File: config.mk
export PLATFORM = sky130hd
export DESIGN_NAME = memory_round_ctrl_flat
export DESIGN_NICKNAME = d
export VERILOG_FILES = /design/src/rtl/memory_round_ctrl_pkg.sv /design/src/rtl/memory_round_ctrl_if.sv /design/src/rtl/memory_round_ctrl_seq_digit_gen.sv /design/src/rtl/memory_round_ctrl.sv /design/src/flat_wrapper.sv
export SDC_FILE = /design/constraint.sdc
export NUM_CORES = 1
export LEC_CHECK = 0
export BUFFER_PORTS_ARGS = -buffer_cell sky130_fd_sc_hd__buf_2
export CAP_MARGIN = 20
export CORE_MARGIN = 5
export CORE_UTILIZATION = 54
export DETAILED_ROUTE_END_ITERATION = 8
export PLACE_DENSITY = 0.77
export RECOVER_POWER = 100
export SLEW_MARGIN = 15
export SYNTH_ARGS = -nofsm -noshare
export SYNTH_HDL_FRONTEND = slang
export SYNTH_HIERARCHICAL = 1
export SYNTH_SLANG_ARGS = --single-unit
File: constraint.sdc
create_clock -name clk -period 2.85 [get_ports clk]
set_input_delay 0.285 -clock clk [delete_from_list [all_inputs] [get_ports clk]]
set_output_delay 0.285 -clock clk [all_outputs]
set_load 0.1 [all_outputs]
File: src/rtl/memory_round_ctrl_pkg.sv
// Shared definitions for the digit-memory round controller: FSM states,
// default sequence increment and the nibble/level helper functions.
package memory_round_ctrl_pkg;

  localparam logic [19:0] STEP_DEFAULT = 20'hC9A4F;

  typedef enum logic [2:0] {
    ST_IDLE  = 3'd0,
    ST_SEED  = 3'd1,
    ST_SHOW  = 3'd2,
    ST_GAP   = 3'd3,
    ST_INPUT = 3'd4,
    ST_PASS  = 3'd5,
    ST_FAIL  = 3'd6
  } state_e;

  // Folds a hex nibble onto 0..9 so every sequence value is a keypad digit.
  function automatic logic [3:0] map_digit(input logic [3:0] h);
    return (h < 4'd10) ? h : h - 4'd6;
  endfunction

  function automatic logic [3:0] level_len(input logic [1:0] lv);
    return 4'd4 + {1'b0, lv, 1'b0};
  endfunction

endpackage

File: src/rtl/memory_round_ctrl_if.sv
// Round-controller bus: random seed source, level select, keypad strobe
// and the display / result signals returned to the game top level.
interface memory_round_ctrl_if;
  logic [19:0] count_in;
  logic        level_go;
  logic [1:0]  level;
  logic        key_valid;
  logic [3:0]  key_code;
  logic        busy;
  logic        disp_en;
  logic [3:0]  disp_digit;
  logic [3:0]  digit_idx;
  logic        expect_input;
  logic        result_valid;
  logic        result_pass;

  modport master (
    output count_in, level_go, level, key_valid, key_code,
    input  busy, disp_en, disp_digit, digit_idx, expect_input,
           result_valid, result_pass
  );

  modport slave (
    input  count_in, level_go, level, key_valid, key_code,
    output busy, disp_en, disp_digit, digit_idx, expect_input,
           result_valid, result_pass
  );
endinterface

File: src/rtl/memory_round_ctrl_seq_digit_gen.sv
// Sequence state s(k): reloaded from the seed or stepped by STEP, with the
// current value mapped combinationally to a decimal digit.
module memory_round_ctrl_seq_digit_gen
  import memory_round_ctrl_pkg::*;
#(
  parameter logic [19:0] STEP = STEP_DEFAULT
) (
  input  logic        clk,
  input  logic        rst,
  input  logic        load,
  input  logic        advance,
  input  logic [19:0] seed,
  output logic [3:0]  digit
);

  logic [19:0] s_q;

  // NOTE: sequential state uses non-blocking assignments so every register
  // samples the pre-edge values, independent of block ordering.
  always_ff @(posedge clk) begin
    if (rst)          s_q <= '0;
    else if (load)    s_q <= seed;
    else if (advance) s_q <= s_q + STEP;
  end

  assign digit = map_digit(s_q[19:16]);

endmodule

File: src/rtl/memory_round_ctrl.sv
// One round of the digit-memory game: capture seed, show the sequence,
// then check keypad entries against a replay of it and report pass/fail.
module memory_round_ctrl
  import memory_round_ctrl_pkg::*;
#(
  parameter logic [19:0] STEP     = STEP_DEFAULT,
  parameter int unsigned SHOW_CYC = 25000000,
  parameter int unsigned GAP_CYC  = 5000000,
  parameter int unsigned TMO_CYC  = 250000000
) (
  input  logic               clk,
  input  logic               keypad_0,
  memory_round_ctrl_if.slave bus
);

  localparam logic [2:0] IDLE  = ST_IDLE;
  localparam logic [2:0] SEED  = ST_SEED;
  localparam logic [2:0] SHOW  = ST_SHOW;
  localparam logic [2:0] GAP   = ST_GAP;
  localparam logic [2:0] INPUT = ST_INPUT;
  localparam logic [2:0] PASS  = ST_PASS;
  localparam logic [2:0] FAIL  = ST_FAIL;

  localparam logic [31:0] SHOW_LAST = 32'(SHOW_CYC - 1);
  localparam logic [31:0] GAP_LAST  = 32'(GAP_CYC - 1);
  localparam logic [31:0] TMO_LAST  = 32'(TMO_CYC - 1);

  logic [2:0]  state_q, state_d;
  logic [19:0] seed_q, seed_d;
  logic [3:0]  len_q, len_d;
  logic [3:0]  idx_q, idx_d;
  logic [31:0] timer_q, timer_d;
  logic        pass_q, pass_d;
  logic        seq_load, seq_adv;
  logic [3:0]  digit;
  logic        idx_last;

  memory_round_ctrl_seq_digit_gen #(.STEP(STEP)) u_seq (
    .clk     (clk),
    .rst     (keypad_0),
    .load    (seq_load),
    .advance (seq_adv),
    .seed    (seed_q),
    .digit   (digit)
  );

  assign idx_last = (idx_q == len_q - 4'd1);

  // NOTE: every signal written here gets a default first, so no path can
  // leave one unassigned and infer a latch.
  always_comb begin
    state_d  = state_q;
    seed_d   = seed_q;
    len_d    = len_q;
    idx_d    = idx_q;
    timer_d  = '0;
    pass_d   = pass_q;
    seq_load = 1'b0;
    seq_adv  = 1'b0;
    case (state_q)
      IDLE: begin
        if (bus.level_go) begin
          seed_d  = bus.count_in;
          len_d   = level_len(bus.level);
          pass_d  = 1'b0;
          state_d = SEED;
        end
      end
      SEED: begin
        seq_load = 1'b1;
        idx_d    = '0;
        state_d  = SHOW;
      end
      SHOW: begin
        timer_d = timer_q + 32'd1;
        if (timer_q == SHOW_LAST) begin
          timer_d = '0;
          state_d = GAP;
        end
      end
      GAP: begin
        timer_d = timer_q + 32'd1;
        if (timer_q == GAP_LAST) begin
          timer_d = '0;
          if (!idx_last) begin
            idx_d   = idx_q + 4'd1;
            seq_adv = 1'b1;
            state_d = SHOW;
          end else begin
            // Rewind to s0 so the replay checks keys against the same digits.
            idx_d    = '0;
            seq_load = 1'b1;
            state_d  = INPUT;
          end
        end
      end
      INPUT: begin
        timer_d = timer_q + 32'd1;
        // A key arriving on the expiry cycle takes priority over the timeout.
        if (bus.key_valid) begin
          if (bus.key_code <= 4'd9 && bus.key_code == digit) begin
            if (idx_last) begin
              pass_d  = 1'b1;
              state_d = PASS;
            end else begin
              idx_d   = idx_q + 4'd1;
              seq_adv = 1'b1;
              timer_d = '0;
            end
          end else begin
            state_d = FAIL;
          end
        end else if (timer_q == TMO_LAST) begin
          state_d = FAIL;
        end
      end
      PASS, FAIL: state_d = IDLE;
      default:    state_d = IDLE;
    endcase
  end

  always_ff @(posedge clk) begin
    if (keypad_0) begin
      state_q <= IDLE;
      seed_q  <= '0;
      len_q   <= '0;
      idx_q   <= '0;
      timer_q <= '0;
      pass_q  <= 1'b0;
    end else begin
      state_q <= state_d;
      seed_q  <= seed_d;
      len_q   <= len_d;
      idx_q   <= idx_d;
      timer_q <= timer_d;
      pass_q  <= pass_d;
    end
  end

  assign bus.busy         = (state_q != IDLE);
  assign bus.disp_en      = (state_q == SHOW);
  assign bus.disp_digit   = (state_q == SHOW) ? digit : 4'd0;
  assign bus.digit_idx    = idx_q;
  assign bus.expect_input = (state_q == INPUT);
  assign bus.result_valid = (state_q == PASS) || (state_q == FAIL);
  assign bus.result_pass  = pass_q;

endmodule

File: src/flat_wrapper.sv
// flat-port wrapper written by rule: the top's interface ports become plain ports
module memory_round_ctrl_flat import memory_round_ctrl_pkg::*;
#(
  parameter logic [19:0] STEP     = STEP_DEFAULT,
  parameter int unsigned SHOW_CYC = 25000000,
  parameter int unsigned GAP_CYC  = 5000000,
  parameter int unsigned TMO_CYC  = 250000000
)
  (clk, keypad_0, bus_count_in, bus_level_go, bus_level, bus_key_valid, bus_key_code, bus_busy, bus_disp_en, bus_disp_digit, bus_digit_idx, bus_expect_input, bus_result_valid, bus_result_pass);
  memory_round_ctrl_if bus_i ();
  input  logic clk;
  input  logic keypad_0;
  input wire logic [$bits(bus_i.count_in)-1:0] bus_count_in;
  input wire logic [$bits(bus_i.level_go)-1:0] bus_level_go;
  input wire logic [$bits(bus_i.level)-1:0] bus_level;
  input wire logic [$bits(bus_i.key_valid)-1:0] bus_key_valid;
  input wire logic [$bits(bus_i.key_code)-1:0] bus_key_code;
  output wire logic [$bits(bus_i.busy)-1:0] bus_busy;
  output wire logic [$bits(bus_i.disp_en)-1:0] bus_disp_en;
  output wire logic [$bits(bus_i.disp_digit)-1:0] bus_disp_digit;
  output wire logic [$bits(bus_i.digit_idx)-1:0] bus_digit_idx;
  output wire logic [$bits(bus_i.expect_input)-1:0] bus_expect_input;
  output wire logic [$bits(bus_i.result_valid)-1:0] bus_result_valid;
  output wire logic [$bits(bus_i.result_pass)-1:0] bus_result_pass;
  assign bus_i.count_in = bus_count_in;
  assign bus_i.level_go = bus_level_go;
  assign bus_i.level = bus_level;
  assign bus_i.key_valid = bus_key_valid;
  assign bus_i.key_code = bus_key_code;
  assign bus_busy = bus_i.busy;
  assign bus_disp_en = bus_i.disp_en;
  assign bus_disp_digit = bus_i.disp_digit;
  assign bus_digit_idx = bus_i.digit_idx;
  assign bus_expect_input = bus_i.expect_input;
  assign bus_result_valid = bus_i.result_valid;
  assign bus_result_pass = bus_i.result_pass;
  memory_round_ctrl #(.STEP(STEP), .SHOW_CYC(SHOW_CYC), .GAP_CYC(GAP_CYC), .TMO_CYC(TMO_CYC)) u_core (.clk(clk), .keypad_0(keypad_0), .bus(bus_i));
endmodule
# ---- Word level (Yosys, flattened, before mapping)
# Cells that the tools add are included.
# W data, S select, Z words.
dict set report totals {
  reg_bits 84
  in_bits 30
  out_inout_bits 13
  word_cells 84
}
dict set report op_classes {
  n_addsub 6
  n_lt_le_gt_ge 2
  n_eq_ne 20
  muxes 38
  n_reduce_logical 11
}
# operator count
set ops {}
lappend ops {{$mux W32} 5}
lappend ops {{$pmux W32 S3} 1}
lappend ops {{$mux W20} 2}
lappend ops {{$add A32 B1 Y32 const B} 1}
lappend ops {{$eq A32 B23 Y1 const B} 1}
lappend ops {{$eq A32 B25 Y1 const B} 1}
lappend ops {{$eq A32 B28 Y1 const B} 1}
lappend ops {{$mux W4} 7}
lappend ops {{$mux W3} 8}
lappend ops {{$add A20 B20 Y20 const B} 1}
lappend ops {{$pmux W3 S5} 1}
lappend ops {{$reduce_and A5 Y1} 3}
lappend ops {{$pmux W4 S3} 1}
lappend ops {{$mux W1} 10}
lappend ops {{$eq A3 B3 Y1 const B} 3}
lappend ops {{$eq A4 B4 Y1} 2}
lappend ops {{$ne A2 B1 Y1 const B} 4}
lappend ops {{$eq A3 B2 Y1 const B} 2}
lappend ops {{$ne A2 B2 Y1 const B} 3}
lappend ops {{$pmux W1 S2} 3}
lappend ops {{$reduce_bool A3 Y1} 2}
lappend ops {{$add A3 B3 Y4 const A} 1}
lappend ops {{$add A4 B1 Y4 const B} 1}
lappend ops {{$le A4 B4 Y1 const B} 1}
lappend ops {{other kinds (11)} 12}

# ---- Logic depth before layout (Yosys ltp)
# Gate-level depths: netlist of run 1.
dict set report depth {
  depth_word 9
  depth_mapped 14
  depth_no_buf 13
}

# ---- By module
# Netlist of run 1, hierarchy kept.
# module n_inst cells_per_inst area_per_inst_um2 seq_area_each_um2
set by_module_without_submodules {}
lappend by_module_without_submodules {memory_round_ctrl 1 368 3041.7 1261.2}
lappend by_module_without_submodules {memory_round_ctrl_seq_digit_gen 1 176 1382.6 400.4}

# ---- Worst setup path before layout of run 1
# Ideal clock, no wire load.
dict set report synth_timing {
  kind {reg-to-reg}
  from {register u_core.idx_q[3] (netlist: u_core/bus.digit_idx[3])}
  to {register u_core.u_seq.s_q[12]}
  setup_time_ns 0.135
  arrival_ns 3.089
  required_time_ns 2.715
  slack_ns -0.374
  path_stages_with_launch 10
  path_buffers 2
  synth_period_minus_slack_ns 3.224
  cell_sequence {dfxtp_1 > xnor3_1 > nand4_1 > or4_1 > a21oi_2 > clkbuf_1 > inv_1 > clkbuf_1 > o21ai_0 > a21oi_1}
}
dict set report synth_between {
  elab_cells_between_ends 11
  classes_between {eq/ne (1); mux (9); reduce/logical (1)}
}
# item line
set synth_lines {}
lappend synth_lines {{from (decl)} memory_round_ctrl.sv:31} ;# logic [3:0] idx_q, idx_d;
lappend synth_lines {{from (signal assigned)} memory_round_ctrl.sv:134} ;# idx_q <= idx_d;
lappend synth_lines {{$eq A4 B4 Y1 (*)} memory_round_ctrl.sv:47} ;# assign idx_last = (idx_q == len_q - 4'd1);
lappend synth_lines {{$mux W1 (*)} memory_round_ctrl.sv:85} ;# if (!idx_last) begin
lappend synth_lines {{$mux W1 (*)} memory_round_ctrl.sv:83} ;# if (timer_q == GAP_LAST) begin
lappend synth_lines {{$pmux W1 S2 (*)} memory_round_ctrl.sv:60} ;# case (state_q)
lappend synth_lines {{via u_core.seq_load} memory_round_ctrl.sv:34} ;# logic seq_load, seq_adv;
lappend synth_lines {{$mux W20 / $reduce_bool A2 Y1 (equally long branches)} -}
lappend synth_lines {{to (signal assigned)} memory_round_ctrl_seq_digit_gen.sv:23} ;# else if (advance) s_q <= s_q + STEP;
lappend synth_lines {{to (decl)} memory_round_ctrl_seq_digit_gen.sv:16} ;# logic [19:0] s_q;
# Mark *: on every way through the listed nets, which the timed path passes. The rest lies on a longest branch.
# A chain may end at the register's enable or synchronous reset.

# ---- Worst setup path in the final report of run 1
dict set report layout_timing {
  from {register u_core.u_seq.s_q[18]}
  to {register u_core.u_seq.s_q[17]}
}
dict set report layout_between {
  elab_chain_len 8
  elab_cells_between_ends 9
  classes_between {add/sub (1); order compare (1); eq/ne (1); mux (4); reduce/logical (2)}
}
# item line
set layout_lines {}
lappend layout_lines {{$sub A4 B3 Y4 / $lt A4 B4 Y1 (equally long branches)} memory_round_ctrl_pkg.sv:19} ;# return (h < 4'd10) ? h : h - 4'd6;
lappend layout_lines {{$mux W4 (*)} memory_round_ctrl_pkg.sv:19}
lappend layout_lines {{via u_core.digit[2]} memory_round_ctrl.sv:35} ;# logic [3:0] digit;
lappend layout_lines {{$eq A4 B4 Y1 (*)} memory_round_ctrl.sv:101} ;# if (bus.key_code <= 4'd9 && bus.key_code == digit) begin
lappend layout_lines {{$logic_and A1 B1 Y1 (*)} memory_round_ctrl.sv:101}
lappend layout_lines {{$mux W1 (*)} memory_round_ctrl.sv:101}
lappend layout_lines {{$mux W1 (*)} memory_round_ctrl.sv:100} ;# if (bus.key_valid) begin
lappend layout_lines {{$pmux W1 S2 (*)} memory_round_ctrl.sv:60}
lappend layout_lines {{via u_core.seq_adv} memory_round_ctrl.sv:34}
lappend layout_lines {{$reduce_bool A2 Y1 (no line) (*)} -}
# Marked as above.

==> results of run 1 <==
## cell type report
cell class | count | area share (%)
clock buffer | 11 | 2.63
clock inverter | 5 | 1.55
inverter | 18 | 1.35
multi-input combinational | 418 | 52.5
sequential | 83 | 33.4
tap | 105 | 2.63
timing repair buffer | 55 | 5.92
## registers in the layout (all words and copies together) (netlist names)
signal and count:
u_core/state_q 3, u_core/bus.result_pass 1, u_core/timer_q 32, u_core/len_q 3
u_core/bus.digit_idx 4, u_core/seed_q 20, u_core/u_seq/s_q 20
## worst reg2reg max path, cell delays in order (launching register included)
cell      delay [ns]
dfxtp_1         0.33
inv_1           0.06
ha_1            0.29
a21oi_2         0.19
xor2_1          0.10
o32a_1          0.37
nor3_2          0.20
a31oi_1         0.07
nor2_2          0.09
buf_4           0.18
nand4b_1        0.13
nor4_2          0.17
a32oi_1         0.12
xnor2_1         0.18
o22ai_1         0.10
## per-layer routing
metal | share of wire (%) | vias up | global-route usage, %
met1 | 45 | 1791 | 26.1
met5 | 0 | - | 0
li1 | - | 1963 | -
met2 | 47 | 120 | 34.1
met4 | 1.7 | 0 | 7.36
met3 | 6.1 | 15 | 4.50
## stage by stage
step	instances	worst slack [ns]	utilization, %
5_1_grt	695	-0.0214	61.7
3_3_place_gp	679	0.202	58.9
4_1_cts	695	0.00320	61.5
2_1_floorplan	544	0.0213	-
3_5_place_dp	679	0.0247	58.9
6_report	695	0.172	61.7
## cells in the final DEF (no fill, tap or decap), types with 4 or more instances in the layout
cell type	instances
ha_1	6
clkbuf_8	9
xor2_1	29
a21oi_1	38
nand2_1	77
buf_4	13
dfxtp_2	4
and2_1	4
buf_2	32
inv_1	18
nor4_1	6
and3_1	16
mux2i_1	6
nand3_1	25
xnor2_1	24
o22ai_1	4
dfxtp_1	79
nor3_1	15
a211oi_1	7
nand4_1	8
nor2_1	77
clkbuf_1	12
## cell families after synthesis
group	after synthesis	share of synthesized area [%]
and+or+nand+nor	261	30.0
xor gates and xnor gates	54	11.0
muxes	6	1.36
AOI/OAI and AO/OA	91	14.4
DFF	83	37.6
buffers and inverters	43	4.02
adders and majority gates	6	1.70
## power breakdown
group	leakage [nW]	internal (mW)	switching, mW
Combinational	1.05	0.394	0.908
Sequential	0.675	1.30	0.153
Clock	0.103	0.491	0.407
## worst paths after layout
path,end,slack (ns),depth (start not counted)
worst min-delay path,u_core/seed_q[6],0.16,3
worst max-delay path,u_core/u_seq/s_q[17],0.17,14
worst max register to register,u_core/u_seq/s_q[17],0.17,14
worst min register to register,u_core/timer_q[0],0.45,1
==> flow_summary.json, run 1 <==
{
  "synth_top_area_cell": "dfxtp_1",
  "start_util_pct": 54.7,
  "period_needed_ns": 2.68,
  "firstDrtPassIters": 5,
  "arrival_ns": 2.91,
  "synthMostInstantiatedCell": "dfxtp_1",
  "clock_latency_ns": 0.35,
  "path_class": "register to register",
  "grt_antenna_before_repair": 0,
  "wl_per_cell_um": 14.3,
  "power_density_nw_per_um2": 732,
  "synth_edf_count": 0,
  "relSlewSlack_pct": 22.2,
  "postSynthCellCount": 544,
  "cp_slowest_cell": "o32a_1",
  "cap_violations": 0,
  "synth_area_leaders": "dfxtp_1, nor2_1, nand2_1",
  "worstSetupEndpointType": "register",
  "async_flop_share_pct": 0,
  "r2r-start": "u_core/u_seq/s_q[18]",
  "max_stage_delay_ns": 0.37,
  "setup_tns_ns": 0,
  "skew_ns": 0.0123,
  "syn_to_final_growth_pct": 12.8,
  "diodes": 0,
  "clkSinkCount": 83,
  "ant_nets": 0,
  "fp.dieH_um": 101,
  "hpwlAfterDp_um": 7210,
  "cts_resized": 0,
  "crit_buf_inv": 2,
  "worstPathCellList": "inv_1 -> ha_1 -> a21oi_2 -> xor2_1 -> o32a_1 -> nor3_2 -> a31oi_1 -> nor2_2 -> buf_4 -> nand4b_1 -> nor4_2 -> a32oi_1 -> xnor2_1 -> o22ai_1",
  "leakage_nw": 1.83,
  "drt-initial-drc-count": 187,
  "vias": 3889,
  "drc_errors": 0,
  "cts_buffer_depth": 2,
  "report.final.setup_viol": 0,
  "ir_drop_mv": 0.251,
  "rsz0062_at_grt": "yes",
  "critPathMaxFanout": 12,
  "netlist_top_cells_count": "dfxtp_1, nor2_1, nand2_1, a21oi_1, xor2_1",
  "layout-drive-gt1-share_pct": 16.6,
  "clock_tree.htree_level_count": 3,
  "gr-total-overflow": 0,
  "grt_util_all_layers_pct": 20.5,
  "synth_ff_type": "dfxtp_1",
  "ys_types": 63,
  "ff_latch_area_um2": 1670,
  "cp.required_ns": 3.08,
  "cts_inserted_buffers": 9,
  "p_total_mw": 3.65,
  "die_area_um2": 10100,
  "yosysWarnings": 6,
  "finalInstanceArea_um2": 4990,
  "grt_pass1_vias": 3782,
  "synth_top_area_share_pct": 37.6,
  "critPathTopFamily": "compound AO/OA/AOI/OAI gates",
  "dieWidth_um": 101,
  "cts_tree": "done",
  "port_buffers": 42,
  "num_io_pins": 43,
  "clockRootBuffer": "clkbuf_8",
  "fp-row-count": 33,
  "core_um2": 8090,
  "max_freq_mhz": 373,
  "maxSlewViolCount": 0,
  "hp-start": "bus_count_in[6]",
  "syn-num-nets": 580,
  "cts_hold_buffers": 0,
  "worstSetupStartpointType": "register",
  "fillerInstances": 724,
  "min-delay-path-class": "primary input to register",
  "cts_setup_buffers": 0,
  "post_dp_cell_area_um2": 4770,
  "multi_input_area_um2": 2620,
  "synth.cell_area_um2": 4420,
  "holdWs_ns": 0.164,
  "status": "finished clean",
  "grt_max_degree": 33,
  "crit_start": "u_core/u_seq/s_q[18]",
  "worst-slew-pin-transition_ns": 1.17,
  "synth.avg_cell_area_um2": 8.13,
  "fin_crit_sh_pct": 94.0,
  "path_clk_slew_ns": 0.08,
  "nets": 621,
  "ys_seq_area_share_pct": 37.6,
  "routed_via_density": 5.60,
  "place_congestion": 0.886,
  "drt-total-wl_um": 9950,
  "hold_viol": 0,
  "synth_seq_cells": 83,
  "grt_pass1_wl_um": 16900
}
No activity file was read; power rests on OpenSTA's default activity.
==> inputs of run 2 (changes only) <==
--- a/config.mk
+++ b/config.mk
@@ -5,7 +5,7 @@
 export SDC_FILE = /design/constraint.sdc
 export NUM_CORES = 1
 export LEC_CHECK = 0
-export BUFFER_PORTS_ARGS = -buffer_cell sky130_fd_sc_hd__buf_2
+export BUFFER_PORTS_ARGS = -buffer_cell sky130_fd_sc_hd__buf_4
 export CAP_MARGIN = 20
 export CORE_MARGIN = 5
 export CORE_UTILIZATION = 54
==> run 2 against run 1 <==
Setup slack lost 0.012 ns. Cell count grew 0.58%. Design area grew 1.7%. Flip-flop and latch count is the same. Critical path type unchanged. Largest cell class unchanged. Highest routed layer unchanged.
==> flow_summary.json, run 2 (same netlist as run 1, synthesis figures left out) <==
{
  "r2r_cells": 10,
  "p_sw_share_pct": 40.6,
  "grt_antenna_before_repair": 0,
  "final_cell_mix": "dfxtp_1, nor2_1, nand2_1, buf_4, a21oi_1",
  "dieWidth_um": 101,
  "p_sw_mw": 1.51,
  "critPathMaxFanout": 21,
  "fp-row-count": 33,
  "num_io_pins": 43,
  "drt-total-wl_um": 10300,
  "path_class": "register to register",
  "place_congestion": 0.884,
  "core_um2": 8090,
  "r2r-start": "u_core/timer_q[0]",
  "fin_util_pct": 62.7,
  "routed_via_density": 5.63,
  "holdWs_ns": 0.170,
  "rsz0062_at_grt": "no",
  "skew_ns": 0.0157,
  "cts_inserted_buffers": 9,
  "clock_latency_ns": 0.36,
  "pwr-share-comb_pct": 34.9,
  "max_freq_mhz": 372,
  "port_buffers": 42,
  "drt-initial-drc-count": 220,
  "syn_to_final_growth_pct": 14.7,
  "ant_nets": 0,
  "drc_errors": 0,
  "grt_pass1_wl_um": 17100,
  "clock_tree.htree_level_count": 3,
  "fin_cells": 699,
  "hold_viol": 0,
  "die_area_um2": 10100,
  "cp.required_ns": 3.08,
  "maxSlewViolCount": 0,
  "fin_ws_ns": 0.159,
  "fillerInstances": 735,
  "finalInstanceArea_um2": 5070,
  "largest_register": "u_core/timer_q",
  "ff_latch_area_um2": 1670,
  "post_dp_cell_area_um2": 4890,
  "path_clk_slew_ns": 0.09,
  "period_needed_ns": 2.69,
  "nets": 625,
  "start_util_pct": 54.7,
  "setup_tns_ns": 0,
  "ir_drop_mv": 0.393,
  "clkSinkCount": 83,
  "top_regs": "u_core/timer_q: 32 flops, u_core/seed_q: 20 flops, u_core/u_seq/s_q: 20 flops",
  "worst-slew-pin-transition_ns": 1.24,
  "fp.dieH_um": 101,
  "relSlewSlack_pct": 17.3,
  "hpwlAfterDp_um": 7290,
  "largest_register_ff_count": 32,
  "cts_buffer_depth": 2,
  "final_common_cell": "dfxtp_1",
  "power.share.sequential_pct": 39.0,
  "status": "finished clean",
  "diodes": 0,
  "wl_per_cell_um": 14.7,
  "fin_crit_sh_pct": 94.4,
  "grt_max_degree": 44,
  "report.final.setup_viol": 0,
  "cap_violations": 0,
  "grt_util_all_layers_pct": 20.8,
  "leakage_nw": 1.87,
  "min-delay-path-class": "primary input to register",
  "r2r_slack_ns": 0.16,
  "hold_path_end": "u_core/bus.digit_idx[0]",
  "reg2reg_to": "u_core/u_seq/s_q[11]",
  "p_total_mw": 3.72,
  "multi_input_area_um2": 2570,
  "power_frac_clock_pct": 26.1,
  "cts_tree": "done",
  "hp-start": "keypad_0",
  "worstSetupStartpointType": "register",
  "whs_path_depth": 2,
  "place_ws_ns": 0.104,
  "layout-drive-gt1-share_pct": 17.0,
  "arrival_ns": 2.92,
  "dp_cells": 682,
  "worstSetupEndpointType": "register",
  "p_int_mw": 2.21,
  "grt_pass1_vias": 3808,
  "clockRootBuffer": "clkbuf_8",
  "firstDrtPassIters": 5,
  "gr-total-overflow": 0,
  "vias": 3934,
  "power_density_nw_per_um2": 733
}
==> run 2: cell count changes in the layout (fill, tap and decap cells not counted), moves of 2 or more <==
| cell | previous run | this run |
|---|---|---|
| buf_4 | 13 | 44 |
| inv_6 | 0 | 3 |
| clkinv_2 | 2 | 0 |
| clkbuf_2 | 0 | 4 |
| buf_2 | 32 | 0 |
| clkbuf_1 | 12 | 9 |
==> run 2: repair_timing <==
item                       in CTS  in global routing
buffers inserted                0                  1
gates resized for setup         0                  5
setup endpoints to repair       0                 18
hold buffers                    0                  0
==> run 2: worst max-delay path by stage <==
stage,startpoint,to,cells past startpoint
after global placement,u_core/u_seq/s_q[18],u_core/u_seq/s_q[14],13
after floorplan,u_core/bus.digit_idx[3],u_core/u_seq/s_q[12],9
after detailed placement,u_core/u_seq/s_q[18],u_core/u_seq/s_q[14],13
final,u_core/timer_q[0],u_core/u_seq/s_q[11],10
after CTS,u_core/u_seq/s_q[18],u_core/u_seq/s_q[11],12
after global routing,u_core/u_seq/s_q[18],u_core/u_seq/s_q[11],12
==> run 2: critical path, cell delays in order, from the launching register on <==
cell,delay [ns]
dfxtp_1,0.36
ha_1,0.23
and4_1,0.26
nand4_2,0.15
buf_4,0.19
or4_1,0.52
a21oi_2,0.28
inv_1,0.09
buf_4,0.22
nor2_1,0.19
a211oi_2,0.07
==> run 2: area by class of cell <==
type | count | share of cell area (%)
timing repair buffer | 59 | 7.94
inverter | 18 | 1.33
clock buffer | 9 | 2.44
clock inverter | 7 | 2.07
multi-input combinational | 418 | 50.8
sequential | 83 | 32.9
tap | 105 | 2.59
==> run 2: routing by layer <==
layer | global-route usage, % | part of all wire [%] | up-vias
met5 | 0 | 0 | -
met2 | 34.2 | 47 | 110
met3 | 4.50 | 6.0 | 20
met1 | 26.8 | 45 | 1829
met4 | 7.56 | 1.7 | 0
li1 | - | - | 1975
==> run 2: power groups by stage <==
stage | clock [mW] | sequential [mW] | combinational, mW
after global routing | 1.04 | 1.47 | 1.42
final | 0.969 | 1.45 | 1.30
after detailed placement | 0 | 1.47 | 1.35
after floorplan | 0 | 1.44 | 1.05
after global placement | 0 | 1.47 | 1.31
after CTS | 0.990 | 1.45 | 1.35
==> inputs of run 3 (changes only) <==
==> constraint.sdc (replaced) <==
create_clock -name clk -period 2.85 [get_ports clk]
set_input_delay 0.285 -clock clk [delete_from_list [all_inputs] [get_ports clk]]
set_output_delay 0.285 -clock clk [all_outputs]
set_load 0.05 [all_outputs]
==> run 3 against run 2 <==
First-iteration DRC count fell by 17%. Clock skew fell by 0.0058 ns. Combinational power fell by 8%. Maximum frequency fell by 3.5%. Clock power fell by 5.9%. Largest power group unchanged.
==> flow_summary.json, run 3 (same netlist as run 1, synthesis figures left out) <==
{
  "status": "finished clean",
  "clkSinkCount": 83,
  "top_usage_layer": "met2",
  "dieWidth_um": 101,
  "maxSlewViolCount": 0,
  "worstSetupStartpointType": "register",
  "groute.layer.met3.usage_pct": 6.23,
  "hpwlAfterDp_um": 7040,
  "die_area_um2": 10100,
  "cts_tree": "done",
  "drt-initial-drc-count": 183,
  "gr-total-overflow": 0,
  "nets": 624,
  "max_freq_mhz": 359,
  "top_regs": "u_core/timer_q: 32 flops, u_core/seed_q: 20 flops, u_core/u_seq/s_q: 20 flops",
  "firstDrtPassIters": 5,
  "syn_to_final_growth_pct": 15.9,
  "arrival_ns": 3.01,
  "critPathMaxFanout": 5,
  "start_util_pct": 54.7,
  "final_common_cell": "dfxtp_1",
  "skew_ns": 0.00997,
  "min-delay-path-class": "primary input to register",
  "cts_buffer_depth": 2,
  "grt_antenna_before_repair": 0,
  "final_cell_mix": "dfxtp_1, nor2_1, nand2_1, buf_4, a21oi_1",
  "power_density_nw_per_um2": 697,
  "cts_hold_buffers": 0,
  "relSlewSlack_pct": 40.4,
  "grt_max_degree": 44,
  "clockRootBuffer": "clkbuf_8",
  "ant_nets": 0,
  "port_buffers": 42,
  "drt-total-wl_um": 9990,
  "fp.dieH_um": 101,
  "fin_util_pct": 63.4,
  "report.final.setup_viol": 0,
  "finalInstanceArea_um2": 5130,
  "place_congestion": 0.921,
  "hold_viol": 0,
  "cts_inserted_buffers": 9,
  "hp-start": "keypad_0",
  "wl_per_cell_um": 14.3,
  "r2r-start": "u_core/u_seq/s_q[18]",
  "largest_register": "u_core/timer_q",
  "setup_tns_ns": 0,
  "drc_errors": 0,
  "core_um2": 8090,
  "path_class": "register to register",
  "largest_register_ff_count": 32,
  "layout-drive-gt1-share_pct": 17.2,
  "path_clk_slew_ns": 0.08,
  "grt_util_all_layers_pct": 20.5,
  "worstSetupEndpointType": "register",
  "met1_usage_pct": 26.3,
  "grt_pass1_wl_um": 16700,
  "cap_violations": 0,
  "fin_crit_sh_pct": 97.8,
  "worst-slew-pin-transition_ns": 0.894,
  "fp-row-count": 33,
  "period_needed_ns": 2.79,
  "routed_via_density": 5.62,
  "globalRouteMet2Util_pct": 33.6,
  "cp.required_ns": 3.07,
  "holdWs_ns": 0.167,
  "clock_tree.htree_level_count": 3,
  "diodes": 0,
  "vias": 3920,
  "num_io_pins": 43,
  "ir_drop_mv": 0.298,
  "post_dp_cell_area_um2": 4860,
  "leakage_nw": 1.87,
  "crit_start": "u_core/u_seq/s_q[18]",
  "rsz0062_at_grt": "yes",
  "clock_latency_ns": 0.36,
  "grt_pass1_vias": 3631
}
## run 3: worst paths after layout
| check | to | slack, ns | depth (start not counted) |
|---|---|---|---|
| worst min-delay path | u_core/bus.digit_idx[0] | 0.17 | 2 |
| worst min register to register | u_core/timer_q[0] | 0.45 | 1 |
| worst max-delay path | u_core/u_seq/s_q[17] | 0.06 | 13 |
| worst max register to register | u_core/u_seq/s_q[17] | 0.06 | 13 |
## run 3: critical path: stages, from the launching register on
cell,delay [ns]
dfxtp_2,0.35
inv_2,0.05
ha_4,0.26
a21oi_4,0.05
xor2_1,0.16
o32a_1,0.37
nor3_2,0.22
a31oi_1,0.08
nor2_2,0.27
nand4b_1,0.16
nor4_2,0.27
a32oi_1,0.12
xnor2_1,0.20
o22ai_1,0.11
## run 3: cell type report
type | count | area (um^2)
Clock buffer | 12 | 135
Clock inverter | 4 | 73.8
Fill cell | 719 | 2960
Inverter | 18 | 67.6
Multi-Input combinational cell | 418 | 2650
Sequential cell | 83 | 1670
Tap cell | 105 | 131
Timing Repair Buffer | 58 | 402
## run 3: report_power, final
part,internal [mW],switching (mW)
logic,0.412,0.791
clock network,0.497,0.415
registers,1.30,0.156
total,2.21,1.36
## run 3: metal layers
layer | share of wire (%) | wire, um
met1 | 45 | 4490
met2 | 48 | 4780
met3 | 5.9 | 588
met4 | 1.4 | 142
met5 | 0 | 0
## run 3: metrics by stage
step           setup WS, ns  cells  total power [mW]
2_1_floorplan        0.0263    544              2.38
3_3_place_gp          0.203    678              2.65
3_5_place_dp          0.114    678              2.68
4_1_cts               0.104    694              3.60
5_1_grt              -0.108    698              3.79
6_report             0.0625    698              3.57
## run 3: repair_timing
item	CTS	global route
endpoints found under the setup margin	0	16
buffers inserted	0	4
gates resized for setup	0	17
